`config.mk`:
```
export PLATFORM = sky130hd
export DESIGN_NAME = pc_seq_ctrl
export DESIGN_NICKNAME = d
export VERILOG_FILES = /design/src/rtl/pc_ctrl_pkg.sv /design/src/rtl/ret_stack.sv /design/src/rtl/pc_seq_ctrl.sv
export SDC_FILE = /design/constraint.sdc
export NUM_CORES = 1
export LEC_CHECK = 0
export BUFFER_PORTS_ARGS = -buffer_cell sky130_fd_sc_hd__buf_2
export CAP_MARGIN = 20
export CORE_MARGIN = 1.5
export CORE_UTILIZATION = 26
export DETAILED_ROUTE_END_ITERATION = 8
export SYNTH_ARGS = -nofsm -noshare
export SYNTH_HDL_FRONTEND = slang
export SYNTH_HIERARCHICAL = 1
export SYNTH_SLANG_ARGS = --single-unit
```
`constraint.sdc`:
```
create_clock -name clk -period 3.8 [get_ports clk]
set_clock_uncertainty 0.05 [all_clocks]
set_input_delay 0.19 -clock clk [delete_from_list [all_inputs] [get_ports clk]]
set_output_delay 0.19 -clock clk [all_outputs]
set_load 0.05 [all_outputs]
```
`src/rtl/pc_ctrl_pkg.sv`:
```
// rtl/pc_ctrl_pkg.sv - shared types for the program-counter sequencing controller
package pc_ctrl_pkg;

  typedef enum logic [1:0] {
    OP_NEXT = 2'd0,
    OP_JUMP = 2'd1,
    OP_CALL = 2'd2,
    OP_RET  = 2'd3
  } cmd_op_e;

  typedef enum logic [1:0] {
    ST_IDLE = 2'd0,
    ST_RUN  = 2'd1,
    ST_EXEC = 2'd2,
    ST_ERR  = 2'd3
  } state_e;

endpackage

```
`src/rtl/ret_stack.sv`:
```
// rtl/ret_stack.sv - return-address stack; pointer counts occupied entries
module ret_stack #(
  parameter int WIDTH = 8,
  parameter int DEPTH = 4
) (
  input  logic             clk,
  input  logic             rst_n,
  input  logic             push,
  input  logic             pop,
  input  logic             clear,
  input  logic [WIDTH-1:0] push_data,
  output logic [WIDTH-1:0] top,
  output logic             full,
  output logic             empty
);

  localparam int PW = $clog2(DEPTH + 1);
  localparam int AW = (DEPTH > 1) ? $clog2(DEPTH) : 1;

  logic [WIDTH-1:0] mem_q [2**AW];
  logic [WIDTH-1:0] mem_d [2**AW];
  logic [PW-1:0]    ptr_q, ptr_d;
  logic [AW-1:0]    wr_idx, rd_idx;

  assign wr_idx = AW'(ptr_q);
  assign rd_idx = AW'(ptr_q - PW'(1));
  assign top    = mem_q[rd_idx];
  assign full   = (ptr_q == PW'(DEPTH));
  assign empty  = (ptr_q == '0);

  // The controller never asserts push on full or pop on empty.
  always_comb begin
    mem_d = mem_q;
    ptr_d = ptr_q;
    if (clear) begin
      ptr_d = '0;
    end else if (push) begin
      mem_d[wr_idx] = push_data;
      ptr_d         = ptr_q + PW'(1);
    end else if (pop) begin
      ptr_d = ptr_q - PW'(1);
    end
  end

  always_ff @(posedge clk or negedge rst_n) begin
    if (!rst_n) begin
      ptr_q <= '0;
      mem_q <= '{default: '0};
    end else begin
      ptr_q <= ptr_d;
      mem_q <= mem_d;
    end
  end

endmodule

```
`src/rtl/pc_seq_ctrl.sv`:
```
// rtl/pc_seq_ctrl.sv - turns NEXT/JUMP/CALL/RET commands into single-cycle counter pulses
module pc_seq_ctrl
  import pc_ctrl_pkg::*;
#(
  parameter int WIDTH = 8,
  parameter int DEPTH = 4
) (
  input  logic             clk,
  input  logic             rst_n,
  input  logic             start,
  input  logic             halt,
  input  logic             cmd_valid,
  output logic             cmd_ready,
  input  logic [1:0]       cmd_op,
  input  logic [WIDTH-1:0] cmd_target,
  input  logic [WIDTH-1:0] pc_in,
  output logic             pc_en,
  output logic             pc_load,
  output logic [WIDTH-1:0] pc_load_val,
  output logic             pc_oe,
  output logic             busy,
  output logic             stack_err
);

  state_e           state_q, state_d;
  logic             pc_en_q, pc_en_d;
  logic             pc_load_q, pc_load_d;
  logic [WIDTH-1:0] pc_load_val_q, pc_load_val_d;
  logic             pc_oe_q, pc_oe_d;
  logic             busy_q, busy_d;
  logic             stack_err_q, stack_err_d;

  logic             stk_push, stk_pop, stk_clear;
  logic             stk_full, stk_empty;
  logic [WIDTH-1:0] stk_top;

  ret_stack #(.WIDTH(WIDTH), .DEPTH(DEPTH)) u_ret_stack (
    .clk       (clk),
    .rst_n     (rst_n),
    .push      (stk_push),
    .pop       (stk_pop),
    .clear     (stk_clear),
    .push_data (pc_in + WIDTH'(1)),
    .top       (stk_top),
    .full      (stk_full),
    .empty     (stk_empty)
  );

  assign cmd_ready = (state_q == ST_RUN) && !halt;

  always_comb begin
    state_d       = state_q;
    pc_en_d       = 1'b0;
    pc_load_d     = 1'b0;
    pc_load_val_d = '0;
    stk_push      = 1'b0;
    stk_pop       = 1'b0;
    stk_clear     = 1'b0;
    case (state_q)
      ST_IDLE: if (start) state_d = ST_RUN;
      ST_RUN: begin
        if (halt) begin
          state_d = ST_IDLE;
        end else if (cmd_valid) begin
          state_d = ST_EXEC;
          case (cmd_op_e'(cmd_op))
            OP_NEXT: pc_en_d = 1'b1;
            OP_JUMP: begin
              pc_load_d     = 1'b1;
              pc_load_val_d = cmd_target;
            end
            OP_CALL: begin
              if (stk_full) begin
                state_d = ST_ERR;
              end else begin
                stk_push      = 1'b1;
                pc_load_d     = 1'b1;
                pc_load_val_d = cmd_target;
              end
            end
            OP_RET: begin
              if (stk_empty) begin
                state_d = ST_ERR;
              end else begin
                stk_pop       = 1'b1;
                pc_load_d     = 1'b1;
                pc_load_val_d = stk_top;
              end
            end
            default: ;
          endcase
        end
      end
      ST_EXEC: state_d = halt ? ST_IDLE : ST_RUN;
      ST_ERR: begin
        if (start) begin
          stk_clear = 1'b1;
          state_d   = ST_RUN;
        end
      end
      default: state_d = ST_IDLE;
    endcase
    // Status outputs are registered views of the state being entered.
    pc_oe_d     = (state_d == ST_RUN) || (state_d == ST_EXEC);
    busy_d      = pc_oe_d;
    stack_err_d = (state_d == ST_ERR);
  end

  always_ff @(posedge clk or negedge rst_n) begin
    if (!rst_n) begin
      state_q       <= ST_IDLE;
      pc_en_q       <= 1'b0;
      pc_load_q     <= 1'b0;
      pc_load_val_q <= '0;
      pc_oe_q       <= 1'b0;
      busy_q        <= 1'b0;
      stack_err_q   <= 1'b0;
    end else begin
      state_q       <= state_d;
      pc_en_q       <= pc_en_d;
      pc_load_q     <= pc_load_d;
      pc_load_val_q <= pc_load_val_d;
      pc_oe_q       <= pc_oe_d;
      busy_q        <= busy_d;
      stack_err_q   <= stack_err_d;
    end
  end

  assign pc_en       = pc_en_q;
  assign pc_load     = pc_load_q;
  assign pc_load_val = pc_load_val_q;
  assign pc_oe       = pc_oe_q;
  assign busy        = busy_q;
  assign stack_err   = stack_err_q;

endmodule

```
==> metrics.md <==
| Metric | Value |
|---|---|
| Starting DRT DRC Count | `38` |
| Number of cells in the finished layout apart from fillers | `364` |
| Number of instances in the synthesized netlist | `190` |
| Number of placed cells counting well taps | `between 300 and 400` |
| Maximum vdd ir drop | `roughly 0.00022 V` |
| CP cell instances | `inv_1 > ha_1 > and2_1 > nor3b_4 > nor2b_1 > nor2b_4 > nand2_8 > mux2_4` |
| Number of distinct standard cells referenced by the synthesized netlist | `33` |
| Cell at the slowest stage of the critical path | `sky130_fd_sc_hd__nor2b_4` |
| Simple-gate share of the synthesized area | `0.121` |
| CTS Buffer Depth | `2` |
| RSZ-0062 raised after global routing | `no` |
| Switch share | `0.333` |
| Reg clk slew, reported paths | `0.09 ns` |
| Insertion delay to the later sink of the worst-skew pair | `around 0.30 ns` |
| Cell row count | `36` |
| Vias in the first global route | `about 1,700` |
| Startpoint of the tightest hold check path | `start` |
| Arr. time, crit path | `3.01 ns` |
| Worst max-slew margin expressed relative to the limit | `0.644` |
| Share of total power in sequential cells | `0.399` |
| Ports | `37` |
| Hold Fails Final Rpt | `0` |
| Crit Reg-Reg Startpoint | `u_ret_stack/ptr_q[1]` |
| Portion of netlist area occupied by mux cells | `0.256` |
| Total CTS buffers | `5` |
| Buffers & Inverters on Critical Path | `1` |
| Filler instances | `982` |
| Number of antenna violations at the first check in global routing | `0` |
| Count of inserted antenna diode cells | `0` |
| Cell-internal power | `1.22 mW` |
| Type of element capturing the critical path | `flop` |
| Share of layout cells above drive strength 1 | `0.403` |
| Status | `completed` |
| Min Tclk post-route | `roughly 2.9 ns` |
| Delay-heaviest family, CP | `simple AND/OR/NAND/NOR gates` |
| Setup total negative slack | `0 ns` |
| Delay contributed by the slowest stage of the critical path | `0.51 ns` |
| Final setup violation count | `0` |
| Logic gate share of total power | `0.392` |
| Compound-Gate Fraction of Synth Area | `0.0560` |
| Initial core utilization | `0.268` |
| Topmost layer with routed signal wires | `met4` |
| FF-to-FF setup slack | `just over 0.9 ns` |
| Cell Area, Synth | `0.00262 mm^2` |
| GRT Total Usage | `0.104` |
| Routed length per placed instance | `14.1 um` |
| Mapped Nets | `223` |
| Fraction of the mapped netlist area in adder cells | `0.0478` |
| Crit path required time | `3.93 ns` |
| Remaining number of nets flagged by the antenna check after routing | `0` |
| Final worst slack | `0.919 ns` |
| Global-route wire length before repair | `8.46 mm` |
| Vias | `1,565` |
| P per Cell Area | `598 mW/mm^2` |
| Via/cell ratio | `4.30` |
| Leakage dissipation | `~1.5 nW` |
| Crit Path Class | `flop to flop` |
| Die span in y | `103 um` |
| Yosys warning total | `6` |
| Mean post-synth cell area | `about 14 um^2` |
| P&R area growth vs syn | `17.3%` |
| Sequential element share of the synthesized area | `0.469` |
| Root cell of the clock tree | `sky130_fd_sc_hd__clkbuf_8` |
| Total length of routed met3 wires | `271 um` |
| Pre-CTS setup slack | `0.949 ns` |
| Die Width | `103 um` |
| Total grt overflow | `0` |
| Clock Sink Count | `49` |
| Share of the synthesized netlist area taken by xor and xnor gates | `0.0234` |
| Fraction of power consumed by the clock network | `0.209` |
| Aggregate routed wire length | `5.13 mm` |
| CP Launch Point | `u_ret_stack/ptr_q[1]` |
| Total Power | `1.83 mW` |
| Hold Crit Class | `input pin to flop` |
| Dominant combinational cell family by area after synthesis | `multiplexers` |
| First-pass iteration count of the detailed router | `4` |
| Final Max Slew Viols | `0` |
| Buffers on Ports | `36` |
| Element type at the critical path start | `flop` |
| Number of max-cap violations | `0` |
| Period Utilization, post-route | `0.758` |
| CTS tree | `built` |
| Transition time at the pin with the least slew margin | `0.532 ns` |
| Die Footprint | `~0.011 mm^2` |
| Detailed-routing wirelength on met1 | `2.50 mm` |
| Routability Congestion | `0.734` |
| Layout net count | `263` |
| Quantity of gates resized following cts | `0` |
| Detailed route wirelength on metal2 | `between 2 and 2.5 mm` |
| Achievable clock frequency | `0.347 GHz` |
| DRC | `0` |
| Largest fanout of any net on the critical path | `10` |
| Clock H-tree levels | `2` |
| HPWL Detailed | `3.76 mm` |
| Count of state elements after synthesis | `49` |
| Pin count of the biggest net entering global routing | `50` |
| Net switching power | `611 uW` |
| Core area | `0.00977 mm^2` |
==> state kept, by name (all words and copies together), names as in the netlist <==
register           cells
pc_load                1
busy                   1
state_q                2
u_ret_stack/mem_q     32
pc_load_val            8
stack_err              1
u_ret_stack/ptr_q      3
pc_en                  1
==> power groups by stage <==
stage                     Clock (mW)  Combinational, mW  Sequential, mW
after global routing           0.411              0.779           0.752
after CTS                      0.392              0.723           0.732
after global placement             0              0.710           0.738
after floorplan                    0              0.541           0.757
final                          0.383              0.719           0.733
after detailed placement           0              0.719           0.740
==> per-stage QoR <==
stage	hold WS [ns]	util	instance area, um^2
CTS	0.0732	0.311	3040
global placement	0.393	0.299	2920
floorplan	-0.156	-	2620
finish	0.0874	0.314	3070
detailed placement	0.389	0.299	2920
global route	0.0831	0.314	3070
==> layout make-up <==
class / instances / area (um^2) / share of cell area
clock buffer: 7 / 86.3 / 0.0281
clock inverter: 1 / 30.0 / 0.00979
inverter: 6 / 22.5 / 0.00734
multi-input combinational: 129 / 1320 / 0.430
sequential: 49 / 1230 / 0.400
tap: 133 / 166 / 0.0542
timing repair buffer: 39 / 218 / 0.0710
==> Yosys cell counts (all sizes together) <==
library cell   n  area [um^2]
nor2           8         30.0
o221a          1         11.3
nand3b         1         7.51
inv            6         22.5
dfrtp         49         1230
a211o          1         8.76
xnor2          6         52.6
nor2b          6         45.0
o21bai         1         7.51
and3b          2         18.8
nand3          5         25.0
o21ai         10         50.1
ha            10          125
buf            5         45.0
and2           3         18.8
mux2i          1         10.0
and3           2         12.5
o32a           1         10.0
nor3b          2         26.3
mux2          32          480
clkbuf         1         3.75
mux4           8          180
xor2           1         8.76
a21oi         10         50.1
o41ai          1         8.76
nor3           2         10.0
nand2         15          121
==> routing by layer <==
layer,up-vias,GRT usage
li1,754,-
met1,772,0.139
met2,35,0.170
met3,4,0.0276
met4,0,0.0218
met5,-,0
==> worst reg2reg max path: cells and delay by family, from the launching register on <==
family / cells / cell delay [ns]
buffers and inverters: 1 / 0.10
adders and majority gates: 1 / 0.28
DFF: 1 / 0.41
muxes: 1 / 0.33
and+or+nand+nor: 5 / 1.59
==> repair_timing <==
action,4_1_cts,5_1_grt
hold buffers,0,1
setup buffers,0,0
hold endpoints to repair,0,49
==> final timing paths <==
path | endpoint | cells past startpoint
max reg2reg | u_ret_stack/mem_q[24] | 8
max in group asynchronous | u_ret_stack/mem_q[24] | 3
min reg2reg | u_ret_stack/mem_q[18] | 1
max | u_ret_stack/mem_q[24] | 8
min | state_q[1] | 2
min in group asynchronous | stack_err | 2
==> cells in the final DEF (no fill, tap or decap), drive strengths merged, types with 3 or more instances in the layout <==
cell,netlist,layout
a21oi,10,10
inv,6,6
o21ai,10,10
buf,5,38
nor2b,6,6
ha,10,10
xnor2,6,6
and2,3,3
nand2,15,15
nand3,5,5
mux4,8,8
clkbuf,1,7
dfrtp,49,49
mux2,32,32
nor2,8,8
==> logic make-up (layout without fill, tap and decap cells) <==
kind of cell | Yosys count | after routing
compound gates | 25 | 25
xor+xnor | 7 | 7
fa+ha+maj | 10 | 10
buf+inv | 12 | 53
flops | 49 | 49
mux | 41 | 41
simple gates | 46 | 46
Power figures use the tool's default switching activity.
